**src/rtl/reg_file_pkg.sv**
```systemverilog
// Shared constants, lane-count helper and legacy register map for the register bank.
package reg_file_pkg;

  localparam int DATA_W_DEF   = 16;
  localparam int NUM_REGS_DEF = 8;
  localparam int SP_STEP_DEF  = 2;

  function automatic int lane_count(input int data_w);
    return data_w / 8;
  endfunction

  // Legacy 8-register map; REG_SP is the default stack-pointer slot.
  typedef enum logic [2:0] {
    REG_AX = 3'd0,
    REG_CX = 3'd1,
    REG_DX = 3'd2,
    REG_BX = 3'd3,
    REG_SP = 3'd4,
    REG_BP = 3'd5,
    REG_SI = 3'd6,
    REG_DI = 3'd7
  } legacy_reg_e;

endpackage

```
**src/rtl/reg_file_bank_if.sv**
```systemverilog
// Decode/control <-> register bank bus: write port, SP adjust, two read ports.
interface reg_file_bank_if
  import reg_file_pkg::*;
#(
  parameter int DATA_W   = DATA_W_DEF,
  parameter int NUM_REGS = NUM_REGS_DEF
) ();
  localparam int ADDR_W = $clog2(NUM_REGS);
  localparam int LANES  = lane_count(DATA_W);

  logic              WE;
  logic [ADDR_W-1:0] WADDR;
  logic [LANES-1:0]  WBE;
  logic [DATA_W-1:0] WDATA;
  logic              WREPL;
  logic              SP_PUSH;
  logic              SP_POP;
  logic [ADDR_W-1:0] RADDR_A;
  logic [DATA_W-1:0] RDATA_A;
  logic [ADDR_W-1:0] RADDR_B;
  logic [DATA_W-1:0] RDATA_B;
  logic [DATA_W-1:0] SP;
  logic              WERR;

  modport master (
    output WE, WADDR, WBE, WDATA, WREPL, SP_PUSH, SP_POP, RADDR_A, RADDR_B,
    input  RDATA_A, RDATA_B, SP, WERR
  );

  modport slave (
    input  WE, WADDR, WBE, WDATA, WREPL, SP_PUSH, SP_POP, RADDR_A, RADDR_B,
    output RDATA_A, RDATA_B, SP, WERR
  );

endinterface

```
**src/rtl/reg_lane_merge.sv**
```systemverilog
// Byte-lane merge of write data into an existing register value.
module reg_lane_merge
  import reg_file_pkg::*;
#(
  parameter int DATA_W = DATA_W_DEF
) (
  input  logic [DATA_W-1:0]               old_val,
  input  logic [DATA_W-1:0]               wdata,
  input  logic [lane_count(DATA_W)-1:0]   wbe,
  input  logic                            wrepl,
  output logic [DATA_W-1:0]               merged
);
  localparam int LANES = lane_count(DATA_W);

  // With wrepl the low byte is broadcast, replacing the old high/low byte select.
  always_comb begin
    merged = old_val;
    for (int i = 0; i < LANES; i++) begin
      if (wbe[i]) begin
        merged[8*i +: 8] = wrepl ? wdata[7:0] : wdata[8*i +: 8];
      end
    end
  end

endmodule

```
**src/rtl/reg_file_bank.sv**
```systemverilog
// Parametrised register bank with byte-lane writes, two read ports and SP push/pop.
// Optional same-cycle forwarding to read ports and SP when REG_FILE_BYPASS_EN is defined.
module reg_file_bank
  import reg_file_pkg::*;
#(
  parameter int DATA_W   = DATA_W_DEF,
  parameter int NUM_REGS = NUM_REGS_DEF,
  parameter int ADDR_W   = $clog2(NUM_REGS),
  parameter int SP_IDX   = int'(REG_SP),
  parameter int SP_STEP  = SP_STEP_DEF,
  parameter int SP_RST   = 0
) (
  input  logic            CLK,
  input  logic            RST,
  reg_file_bank_if.slave  bus
);
  localparam logic [ADDR_W-1:0] SP_ADDR    = ADDR_W'(SP_IDX);
  localparam logic [ADDR_W:0]   NUM_REGS_W = (ADDR_W+1)'(NUM_REGS);
  localparam logic [DATA_W-1:0] SP_STEP_W  = DATA_W'(SP_STEP);
  localparam logic [DATA_W-1:0] SP_RST_W   = DATA_W'(SP_RST);

  logic [DATA_W-1:0] regs_q [NUM_REGS];
  logic [DATA_W-1:0] regs_d [NUM_REGS];
  logic              werr_q;
  logic              werr_d;

  logic              waddr_ok;
  logic              wr_valid;
  logic              wr_sp;
  logic              sp_adj;
  logic              sp_fwd;
  logic              sp_conflict;
  logic [DATA_W-1:0] wr_old;
  logic [DATA_W-1:0] wr_merged;
  logic [DATA_W-1:0] rd_a_cur;
  logic [DATA_W-1:0] rd_b_cur;
  logic [DATA_W-1:0] sp_cur;
  logic [DATA_W-1:0] sp_adjusted;
  logic [DATA_W-1:0] rdata_a;
  logic [DATA_W-1:0] rdata_b;
  logic [DATA_W-1:0] sp_out;

  // Loop-based lookup so out-of-range indices cleanly yield 0.
  always_comb begin
    wr_old   = '0;
    rd_a_cur = '0;
    rd_b_cur = '0;
    for (int i = 0; i < NUM_REGS; i++) begin
      if (bus.WADDR == ADDR_W'(i))   wr_old   = regs_q[i];
      if (bus.RADDR_A == ADDR_W'(i)) rd_a_cur = regs_q[i];
      if (bus.RADDR_B == ADDR_W'(i)) rd_b_cur = regs_q[i];
    end
  end

  reg_lane_merge #(
    .DATA_W (DATA_W)
  ) u_merge (
    .old_val (wr_old),
    .wdata   (bus.WDATA),
    .wbe     (bus.WBE),
    .wrepl   (bus.WREPL),
    .merged  (wr_merged)
  );

  always_comb begin
    waddr_ok    = {1'b0, bus.WADDR} < NUM_REGS_W;
    wr_valid    = bus.WE & waddr_ok;
    wr_sp       = wr_valid & (bus.WADDR == SP_ADDR);
    sp_conflict = bus.SP_PUSH & bus.SP_POP;
    sp_adj      = bus.SP_PUSH ^ bus.SP_POP;
    // An explicit write to SP discards the adjust entirely.
    sp_fwd      = sp_adj & ~wr_sp;
    sp_cur      = regs_q[SP_IDX];
    sp_adjusted = bus.SP_PUSH ? (sp_cur - SP_STEP_W) : (sp_cur + SP_STEP_W);
  end

  always_comb begin
    regs_d = regs_q;
    for (int i = 0; i < NUM_REGS; i++) begin
      if (wr_valid && (bus.WADDR == ADDR_W'(i))) regs_d[i] = wr_merged;
    end
    if (sp_fwd) regs_d[SP_IDX] = sp_adjusted;
    werr_d = werr_q | (bus.WE & ~waddr_ok) | sp_conflict;
  end

  always_ff @(posedge CLK) begin
    if (!RST) begin
      for (int i = 0; i < NUM_REGS; i++) begin
        regs_q[i] <= (i == SP_IDX) ? SP_RST_W : '0;
      end
      werr_q <= 1'b0;
    end else begin
      regs_q <= regs_d;
      werr_q <= werr_d;
    end
  end

  always_comb begin
    rdata_a = rd_a_cur;
    rdata_b = rd_b_cur;
    sp_out  = sp_cur;
`ifdef REG_FILE_BYPASS_EN
    if (wr_valid && (bus.RADDR_A == bus.WADDR))  rdata_a = wr_merged;
    else if (sp_fwd && (bus.RADDR_A == SP_ADDR)) rdata_a = sp_adjusted;
    if (wr_valid && (bus.RADDR_B == bus.WADDR))  rdata_b = wr_merged;
    else if (sp_fwd && (bus.RADDR_B == SP_ADDR)) rdata_b = sp_adjusted;
    if (wr_sp)       sp_out = wr_merged;
    else if (sp_fwd) sp_out = sp_adjusted;
`endif
  end

  assign bus.RDATA_A = rdata_a;
  assign bus.RDATA_B = rdata_b;
  assign bus.SP      = sp_out;
  assign bus.WERR    = werr_q;

endmodule

```
**src/flat_wrapper.sv**
```systemverilog
// flat-port wrapper written by rule: the top's interface ports become plain ports
module reg_file_bank_flat import reg_file_pkg::*;
#(
  parameter int DATA_W   = DATA_W_DEF,
  parameter int NUM_REGS = NUM_REGS_DEF,
  parameter int ADDR_W   = $clog2(NUM_REGS),
  parameter int SP_IDX   = int'(REG_SP),
  parameter int SP_STEP  = SP_STEP_DEF,
  parameter int SP_RST   = 0
)
  (CLK, RST, bus_WE, bus_WADDR, bus_WBE, bus_WDATA, bus_WREPL, bus_SP_PUSH, bus_SP_POP, bus_RADDR_A, bus_RADDR_B, bus_RDATA_A, bus_RDATA_B, bus_SP, bus_WERR);
  reg_file_bank_if #(.DATA_W(DATA_W), .NUM_REGS(NUM_REGS)) bus_i ();
  input  logic CLK;
  input  logic RST;
  input wire logic [$bits(bus_i.WE)-1:0] bus_WE;
  input wire logic [$bits(bus_i.WADDR)-1:0] bus_WADDR;
  input wire logic [$bits(bus_i.WBE)-1:0] bus_WBE;
  input wire logic [$bits(bus_i.WDATA)-1:0] bus_WDATA;
  input wire logic [$bits(bus_i.WREPL)-1:0] bus_WREPL;
  input wire logic [$bits(bus_i.SP_PUSH)-1:0] bus_SP_PUSH;
  input wire logic [$bits(bus_i.SP_POP)-1:0] bus_SP_POP;
  input wire logic [$bits(bus_i.RADDR_A)-1:0] bus_RADDR_A;
  input wire logic [$bits(bus_i.RADDR_B)-1:0] bus_RADDR_B;
  output wire logic [$bits(bus_i.RDATA_A)-1:0] bus_RDATA_A;
  output wire logic [$bits(bus_i.RDATA_B)-1:0] bus_RDATA_B;
  output wire logic [$bits(bus_i.SP)-1:0] bus_SP;
  output wire logic [$bits(bus_i.WERR)-1:0] bus_WERR;
  assign bus_i.WE = bus_WE;
  assign bus_i.WADDR = bus_WADDR;
  assign bus_i.WBE = bus_WBE;
  assign bus_i.WDATA = bus_WDATA;
  assign bus_i.WREPL = bus_WREPL;
  assign bus_i.SP_PUSH = bus_SP_PUSH;
  assign bus_i.SP_POP = bus_SP_POP;
  assign bus_i.RADDR_A = bus_RADDR_A;
  assign bus_i.RADDR_B = bus_RADDR_B;
  assign bus_RDATA_A = bus_i.RDATA_A;
  assign bus_RDATA_B = bus_i.RDATA_B;
  assign bus_SP = bus_i.SP;
  assign bus_WERR = bus_i.WERR;
  reg_file_bank #(.DATA_W(DATA_W), .NUM_REGS(NUM_REGS), .ADDR_W(ADDR_W), .SP_IDX(SP_IDX), .SP_STEP(SP_STEP), .SP_RST(SP_RST)) u_core (.CLK(CLK), .RST(RST), .bus(bus_i));
endmodule
```
**config.mk**
```make
export PLATFORM = sky130hd
export DESIGN_NAME = reg_file_bank_flat
export DESIGN_NICKNAME = d
export VERILOG_FILES = /design/src/rtl/reg_file_pkg.sv /design/src/rtl/reg_file_bank_if.sv /design/src/rtl/reg_lane_merge.sv /design/src/rtl/reg_file_bank.sv /design/src/flat_wrapper.sv
export SDC_FILE = /design/constraint.sdc
export NUM_CORES = 1
export LEC_CHECK = 0
export CORE_MARGIN = 10
export CORE_UTILIZATION = 37
export CTS_CLUSTER_DIAMETER = 30
export DETAILED_ROUTE_END_ITERATION = 8
export GPL_ROUTABILITY_DRIVEN = 0
export SLEW_MARGIN = 20
export SYNTH_ARGS = -nofsm -noshare
export SYNTH_HDL_FRONTEND = slang
export SYNTH_SLANG_ARGS = --single-unit
```
**constraint.sdc**
```tcl
create_clock -name CLK -period 2.25 [get_ports CLK]
set_clock_uncertainty 0.2 [all_clocks]
set_input_delay 0.225 -clock CLK [delete_from_list [all_inputs] [get_ports CLK]]
set_output_delay 0.225 -clock CLK [all_outputs]
set_load 0.03 [all_outputs]
```
==> summary.md, run 1 <==
Setup total negative slack on the finished layout was measured at -11.1 ps. Ratio of final minimum period to clock period: 1.00. The number of clock sinks seen by CTS is 129, and the height of the chip is 176 um. The cell area after placement was 11,500 sq um; the clock latency of the later-clocked register in the worst-skew pair was 430 ps.

For the number of nets in the final layout, the log shows 1,373. In the post-synthesis netlist, the biggest area contributors are sky130_fd_sc_hd__dfxtp_1 29%, sky130_fd_sc_hd__nand2_1 8.2%, sky130_fd_sc_hd__a21oi_1 7.2%. Across all hold checks on the routed design, the worst slack comes to 280 ps. The post-CTS clock slew at the launch and capture registers of the worst setup and hold paths was 60 ps; the flop and latch count out of synthesis was 129.

The total count of hold-check failures in the final report is 0, and the count of mapped cells out of synthesis is 1,127. The tools report the remaining max-slew budget at the tightest pin as 0.533. For the post-layout worst setup margin, the log shows -11.1 ps.

The via count of the first global-routing pass came out at 9,344. After routing the design area is 12,300 sq um. The leakage component of the power was 4.89 nW; the via count was 9,792. Number of max-slew violations in the final report: 0. The clock passes through at most 2 buffers.

The switching portion of total power came out at 0.317. Maximum fanout count along the critical path: 3. For the detailed-placement wirelength estimate, the log shows 27,700 um. The tools report the post-synthesis net count as 1,175. The commonest cells after synthesis are 197 x sky130_fd_sc_hd__nand2_1, 130 x sky130_fd_sc_hd__a21oi_1, 129 x sky130_fd_sc_hd__dfxtp_1. Setup repair after global routing could not meet its margin everywhere.

The worst-case vdd ir drop is 457 uV. The total track usage was 0.235. Power spent charging and discharging nets: 2.53 mW. The total standard cell area after synthesis came out at 9010 sq um.

The flow ran to the end, but the final reports show violations. The maximum cell stage delay along the critical path is 430 ps. The final reports fail on negative setup slack. Average cell area after synthesis: 7.99 sq um.

The power per cell area was 649 nW/um^2; the global-route wire length before repair was 56,600 um. In this run, distinct cell masters in the synthesized netlist total 81. For the number of DRC violations after detailed-routing iteration 0, the log shows 1,262. By instance count, the leading cell after synthesis is sky130_fd_sc_hd__nand2_1. The tools report the deepest level of the CTS H-tree as 4. The number of antenna diodes in the final layout is 0.

The logs give 77 for the maximum number of pins on one net before global-route repair and 37,200 um for the total wire length. The most numerous cell type found on the critical path is sky130_fd_sc_hd__buf_4. TritonCTS built the clock tree. Clock share of power: 0.385.

The tools report the launching element type of the critical path as a flop. Portion of total power attributed to sequential cells: 0.315. In this design, the largest share of critical-path delay is due to buffers and inverters. The per-cell routed wire length came out at 22.4 um. The count of TritonRoute iterations in the first routing pass is 7, and the clock buffer count from CTS is 17. Slew of the pin with the lowest slew margin: 701 ps. 82 I/O pins were placed. On the critical path, the stage with the largest delay is an instance of sky130_fd_sc_hd__o221ai_1. The worst path in the final design needs a cycle of 2260 ps, including I/O delays and setup.

For this run, the number of Yosys warnings is 0. The initial antenna violation count was 0. For the worst setup path, the data arrival time is 1840 ps. The clock tree root driver cell is sky130_fd_sc_hd__clkbuf_16. The width of the die is 176 um. The critical path goes through buf_4, buf_4, mux2i_1, o221ai_1, buf_12. The synthesis-to-layout area growth is 36.4%.

The ratio of cells with drive above 1 in the final layout was 0.287; the setup violation total in the final timing report was 1. Counting both buffers and inverters, the worst setup path holds a total of 3. The start-to-end type of the worst setup path is flop to output port. The run gives 31,000 sq um as the full die area.

The total overflow left after global routing is 0. The effective utilization at floorplan came out at 0.374. The path class of the tightest hold or removal check is flop to flop. Async set-or-reset flop fraction in the synthesized netlist: 0.

STA classifies the critical path endpoint as an output port. The standard-cell row count is 57, and the worst endpoint required time is 1820 ps. In the routed layout, each cell is associated on average with a via count of 5.89. The most instantiated flip-flop cell in the synthesis netlist is sky130_fd_sc_hd__dfxtp_1. The layout has 2,308 filler cells.

The cell taking the most area after synthesis is sky130_fd_sc_hd__dfxtp_1. The tool flagged a number of max-cap violations equal to 0. The number of I/O port buffers works out to 81. In this run, synthesis inferred 0 flip-flops with an integrated enable.

The run gives 5.44 mW as the internal power. Fmax: 442 MHz. After detailed routing, the number of remaining DRC violations is 0. The logs give 0.287 for the share of synthesized area occupied by flip-flops and latches and 0.301 for the combinational share of power. The count of nets left with antenna violations after detail routing is 0, and the area of the core is 24,100 sq um. The fraction of post-synthesis cell area in the top cell type by area works out to 0.287.
[cell families (layout without fill, tap and decap cells)]
logic type | count (synthesis) | after routing | synth area share
XOR/XNOR | 5 | 5 | 0.00486
buffers and inverters | 119 | 330 | 0.0682
adder cells (fa/ha/maj) | 15 | 15 | 0.0217
multiplexers | 100 | 100 | 0.155
flip-flops | 129 | 129 | 0.287
AO/OA/AOI/OAI | 397 | 397 | 0.286
AND/OR/NAND/NOR | 362 | 362 | 0.178
[path summary, 6_finish.rpt]
check                                               startpoint                              to  slack [ps]  cells after the start
worst max register to register   u_core.bus.SP[1]$_SDFFE_PN0P_  u_core.bus.SP[13]$_SDFFE_PN0P_          20                      7
worst min register to register      u_core.bus.WERR$_SDFF_PN0_      u_core.bus.WERR$_SDFF_PN0_         280                      2
worst min-delay path                u_core.bus.WERR$_SDFF_PN0_      u_core.bus.WERR$_SDFF_PN0_         280                      2
worst max-delay path            u_core.bus.SP[11]$_SDFFE_PN0P_                 bus_RDATA_B[11]         -10                      5
[registers in the layout, summed over array words and instances (netlist names)]
name,flops
u_core.regs_q,112
u_core.bus.SP,16
u_core.bus.WERR,1
[layout by cell type, fill, tap and decap left out, drive strengths merged, types with 6 or more instances in the layout]
cell / count
nor2: 58
nor3: 13
o211ai: 30
a21oi: 135
nand2: 197
a21o: 8
nand3: 31
a31oi: 6
and2: 13
clkdlybuf4s50: 39
mux2i: 50
o22ai: 10
mux4: 28
and3: 7
buf: 243
ha: 14
nor2b: 20
mux2: 22
dfxtp: 129
a211oi: 20
o21ai: 117
clkbuf: 23
inv: 11
o21a: 9
a22o: 18
nand2b: 8
a221oi: 7
[per-stage QoR]
step                 util  cells  power (mW)  worst slack [ps]
global route        0.510   1662        8.25             -81.6
floorplan               -   1127        3.77              19.3
detailed placement  0.478   1629        4.85              -573
finish              0.510   1662        7.97             -11.1
global placement    0.478   1629        4.83              -476
CTS                 0.507   1661        7.91             -16.0
[power groups by stage]
stage / clock network (mW) / logic, mW / registers (mW)
CTS: 3.08 / 2.33 / 2.50
global route: 3.19 / 2.54 / 2.52
global placement: 0 / 2.29 / 2.54
floorplan: 0 / 1.25 / 2.52
detailed placement: 0 / 2.31 / 2.54
finish: 3.07 / 2.40 / 2.51
[cell type report]
class / instances / area [sq um] / area share
flip-flops and latches: 129 / 2600 / 0.211
repair buffers: 288 / 2690 / 0.219
clock inverters: 11 / 178 / 0.0145
inverters: 10 / 37.5 / 0.00305
multi-input cells: 879 / 5910 / 0.481
well taps: 324 / 405 / 0.0330
clock buffers: 21 / 470 / 0.0383
[worst register-to-register path: stages, from the launching register on]
cell	delay [ps]
sky130_fd_sc_hd__dfxtp_2	350
sky130_fd_sc_hd__fa_2	420
sky130_fd_sc_hd__a211oi_4	240
sky130_fd_sc_hd__o21bai_2	110
sky130_fd_sc_hd__o211ai_1	260
sky130_fd_sc_hd__o211ai_1	150
sky130_fd_sc_hd__a211o_1	280
sky130_fd_sc_hd__o2bb2ai_1	120
[routing by layer]
layer | routed length [um] | vias to the layer above | GRT usage
met4 | 1460 | 0 | 0.0911
met5 | 0 | - | 0
met1 | 15100 | 4632 | 0.299
met2 | 17200 | 550 | 0.381
li1 | - | 4509 | -
met3 | 3390 | 101 | 0.0519
[what timing repair did]
item	in CTS	in global routing
gates resized for setup	21	31
pin swaps	7	8
hold buffers	1	0
setup endpoints to repair	37	28
endpoints found under the hold margin	4	0
setup buffers	1	1
No activity file was read; power rests on OpenSTA's default activity.
==> run 2: changes to the inputs <==
Settings changed: CELL_PAD_IN_SITES_DETAIL_PLACEMENT from default to 0, CELL_PAD_IN_SITES_GLOBAL_PLACEMENT from default to 2, CORE_UTILIZATION 37 to 32, PLACE_DENSITY_LB_ADDON from default to 0.1.
==> summary.md, run 2 (synthesis results as in run 1) <==
The run finished, with violations left. The final reports fail on negative setup slack. Setup repair after global routing could not meet its margin everywhere. Per-cell routed wire length: 24.2 um (+8.1%). The critical path goes through clkdlybuf4s50_1, buf_6, fa_2, a211oi_4, o21bai_2, o211ai_1, o211ai_1, a211o_1, o2bb2ai_1. The run gives 27,800 sq um (+15%) as the area of the core. The cell with the most instances on the worst path was sky130_fd_sc_hd__o211ai_1. The run gives 17 (unchanged) as the clock buffer count from CTS. The cell area after placement was 11,800 sq um (+2.2%); the number of flip-flops in the largest register was 112 (unchanged). The logs give -28.9 ps (-17.8 ps) for the post-layout worst setup margin and 129 (unchanged) for the number of clock sinks seen by CTS. The number of nets in the final layout came out at 1,411 (+2.8%). The time the worst path needs with I/O delays and setup is 2280 ps (+17.8 ps), and the total area of sequential cells is 2600 sq um (about the same).

The number of I/O port buffers was 81 (unchanged); the number of DRC violations after detailed-routing iteration 0 was 846 (-33%). The slew of the pin with the lowest slew margin came out at 676 ps (-24.8 ps). The worst setup path is launched from an input pin. The setup violation total in the final timing report is 3 (+2), and the maximum number of pins on one net before global-route repair is 81 (+5.2%). For the fmax, the log shows 439 MHz (-0.78%). TritonCTS built the clock tree. For the final sum of negative setup slack, the log shows -43.3 ps (-32.2 ps). The data arrival time at the worst-slack endpoint was 2410 ps (+570 ps). The footprint of the multi-input gates is 5970 sq um (+1.1%). The count of TritonRoute iterations in the first routing pass came out at 8 (+1). The logs give 42,400 um (+14%) for the total wire length and 0 (unchanged) for the initial antenna violation count. The library cell used most frequently in the layout, excluding fill and tap cells, is sky130_fd_sc_hd__buf_4. The clock latency of the later-clocked register in the worst-skew pair is 440 ps (about the same). Path class of the lowest-slack min-delay path: input pin to flop.

The height of the chip came out at 188 um (+6.7%). The detailed-placement wirelength estimate is 31,900 um (+15%). The clock tree root driver cell was sky130_fd_sc_hd__clkbuf_16.

The total count of hold-check failures in the final report is 0 (unchanged), and the final design area excluding fillers is 12,800 sq um (+4.4%). The reported max-cap violation count came out at 0 (unchanged). The ratio of cells with drive above 1 in the final layout works out to 0.314 (+0.0270). The total track usage was 0.236 (+0.00119). The number of max-slew violations in the final report was 0 (unchanged); the ratio of final minimum period to clock period was 1.01 (+0.00791).

Remaining max-slew budget at the tightest pin: 0.549 (+0.0159). The leakage component of the power came out at 5.14 nW (+5.2%). The tools report the worst-case vdd ir drop as 482 uV (+5.4%).

The number of DRC violations after detailed routing came out at 0 (unchanged). The overflow left after global routing was 0 (unchanged). The run gives 63,200 um (+12%) as the global-route wire length before repair. The number of buffers and inverters on the critical path is 2 (-1), and the effective utilization at floorplan is 0.324 (-0.0495). The logs give 2 (unchanged) for the number of buffers on the longest clock path and 2,822 (+22%) for the fill cell total of the finished layout.

The number of diodes added for antenna fixing was 0 (unchanged); the maximum fanout count along the critical path was 7 (+4). The worst endpoint required time was 2380 ps (+560 ps); the full die area was 35,300 sq um (+14%). Ranked by flip-flop count, first place goes to u_core.regs_q. The deepest level of the CTS H-tree was 4 (unchanged).

The gate family responsible for the most delay along the worst path is compound AO/OA/AOI/OAI gates. The worst-path cell with the longest stage delay was sky130_fd_sc_hd__clkdlybuf4s50_1. The maximum cell stage delay along the critical path was 420 ps (about the same). In the layout the commonest cells are 216 x sky130_fd_sc_hd__buf_4, 195 x sky130_fd_sc_hd__nand2_1, 126 x sky130_fd_sc_hd__a21oi_1. The post-CTS clock slew at the launch and capture registers of the worst setup and hold paths is 60 ps (about the same), and the hold-fix buffer count after cts is 0 (-1).

The width of the die is 188 um (+6.7%). The power per cell area works out to 630 nW/um^2 (-2.9%). The run gives 9,734 (-0.59%) as the via count.

Synthesis-to-layout area growth: 42.4%. The count of nets left with antenna violations after detail routing was 0 (unchanged); the count of boundary I/O pins was 82 (unchanged). The standard-cell row count was 61 (+7.0%).

The tools report the via count of the first global-routing pass as 9,663 (+3.4%). The kind of end point of the critical path was a flop. The average vias per placed instance works out to 5.55 (-5.8%). The start-to-end type of the worst setup path is input pin to flop.
-- run 2: what timing repair did --
action                     CTS  global route
resized for setup           65            23
gates cloned                 1             0
setup endpoints to repair   48            29
buffers inserted            12             6
pin swaps                   16            11
-- run 2: per-layer routing --
layer / vias to the layer above / wire, um / track usage
li1: 4589 / - / -
met1: 4710 / 18900 / 0.313
met2: 373 / 19100 / 0.367
met3: 62 / 2900 / 0.0475
met4: 0 / 1450 / 0.0957
met5: - / 0 / 0
-- run 2: cell type report --
class                   instances  share of cell area
multi-input cells             879               0.466
well taps                     378              0.0369
inverters                      10             0.00293
repair buffers                326               0.244
clock buffers                  21              0.0359
flip-flops and latches        129               0.203
clock inverters                11              0.0121
-- run 2: final timing paths --
check                           cells past startpoint  slack, ps                           from                             end
worst min register to register                      2        270     u_core.bus.WERR$_SDFF_PN0_      u_core.bus.WERR$_SDFF_PN0_
worst min-delay path                                4        130                            RST  u_core.regs_q[26]$_SDFFE_PN0P_
worst max register to register                      7        -20  u_core.bus.SP[2]$_SDFFE_PN0P_  u_core.bus.SP[13]$_SDFFE_PN0P_
worst max-delay path                                9        -30                    bus_SP_PUSH  u_core.bus.SP[13]$_SDFFE_PN0P_
-- run 2: per-stage QoR --
stage	utilization	cells	power, mW	setup slack (ps)	hold slack [ps]
floorplan	-	1127	3.77	19.3	226
global placement	0.424	1705	4.95	-504	253
detailed placement	0.424	1705	4.95	-595	258
CTS	0.457	1748	8.05	-58.1	119
global route	0.462	1754	8.40	-147	156
finish	0.462	1754	8.08	-28.9	132
-- run 2: tightest hold or removal path, cell delays in order --
cell	delay [ps]
sky130_fd_sc_hd__buf_2	120
sky130_fd_sc_hd__buf_12	200
sky130_fd_sc_hd__nand3_1	120
sky130_fd_sc_hd__o21ai_1	50
-- run 2: power breakdown --
part | switching [mW] | leakage [nW] | internal, mW
Sequential | 0.122 | 1.05 | 2.39
Clock | 1.18 | 0.298 | 1.81
Combinational | 1.37 | 3.79 | 1.21
Total | 2.67 | 5.14 | 5.41
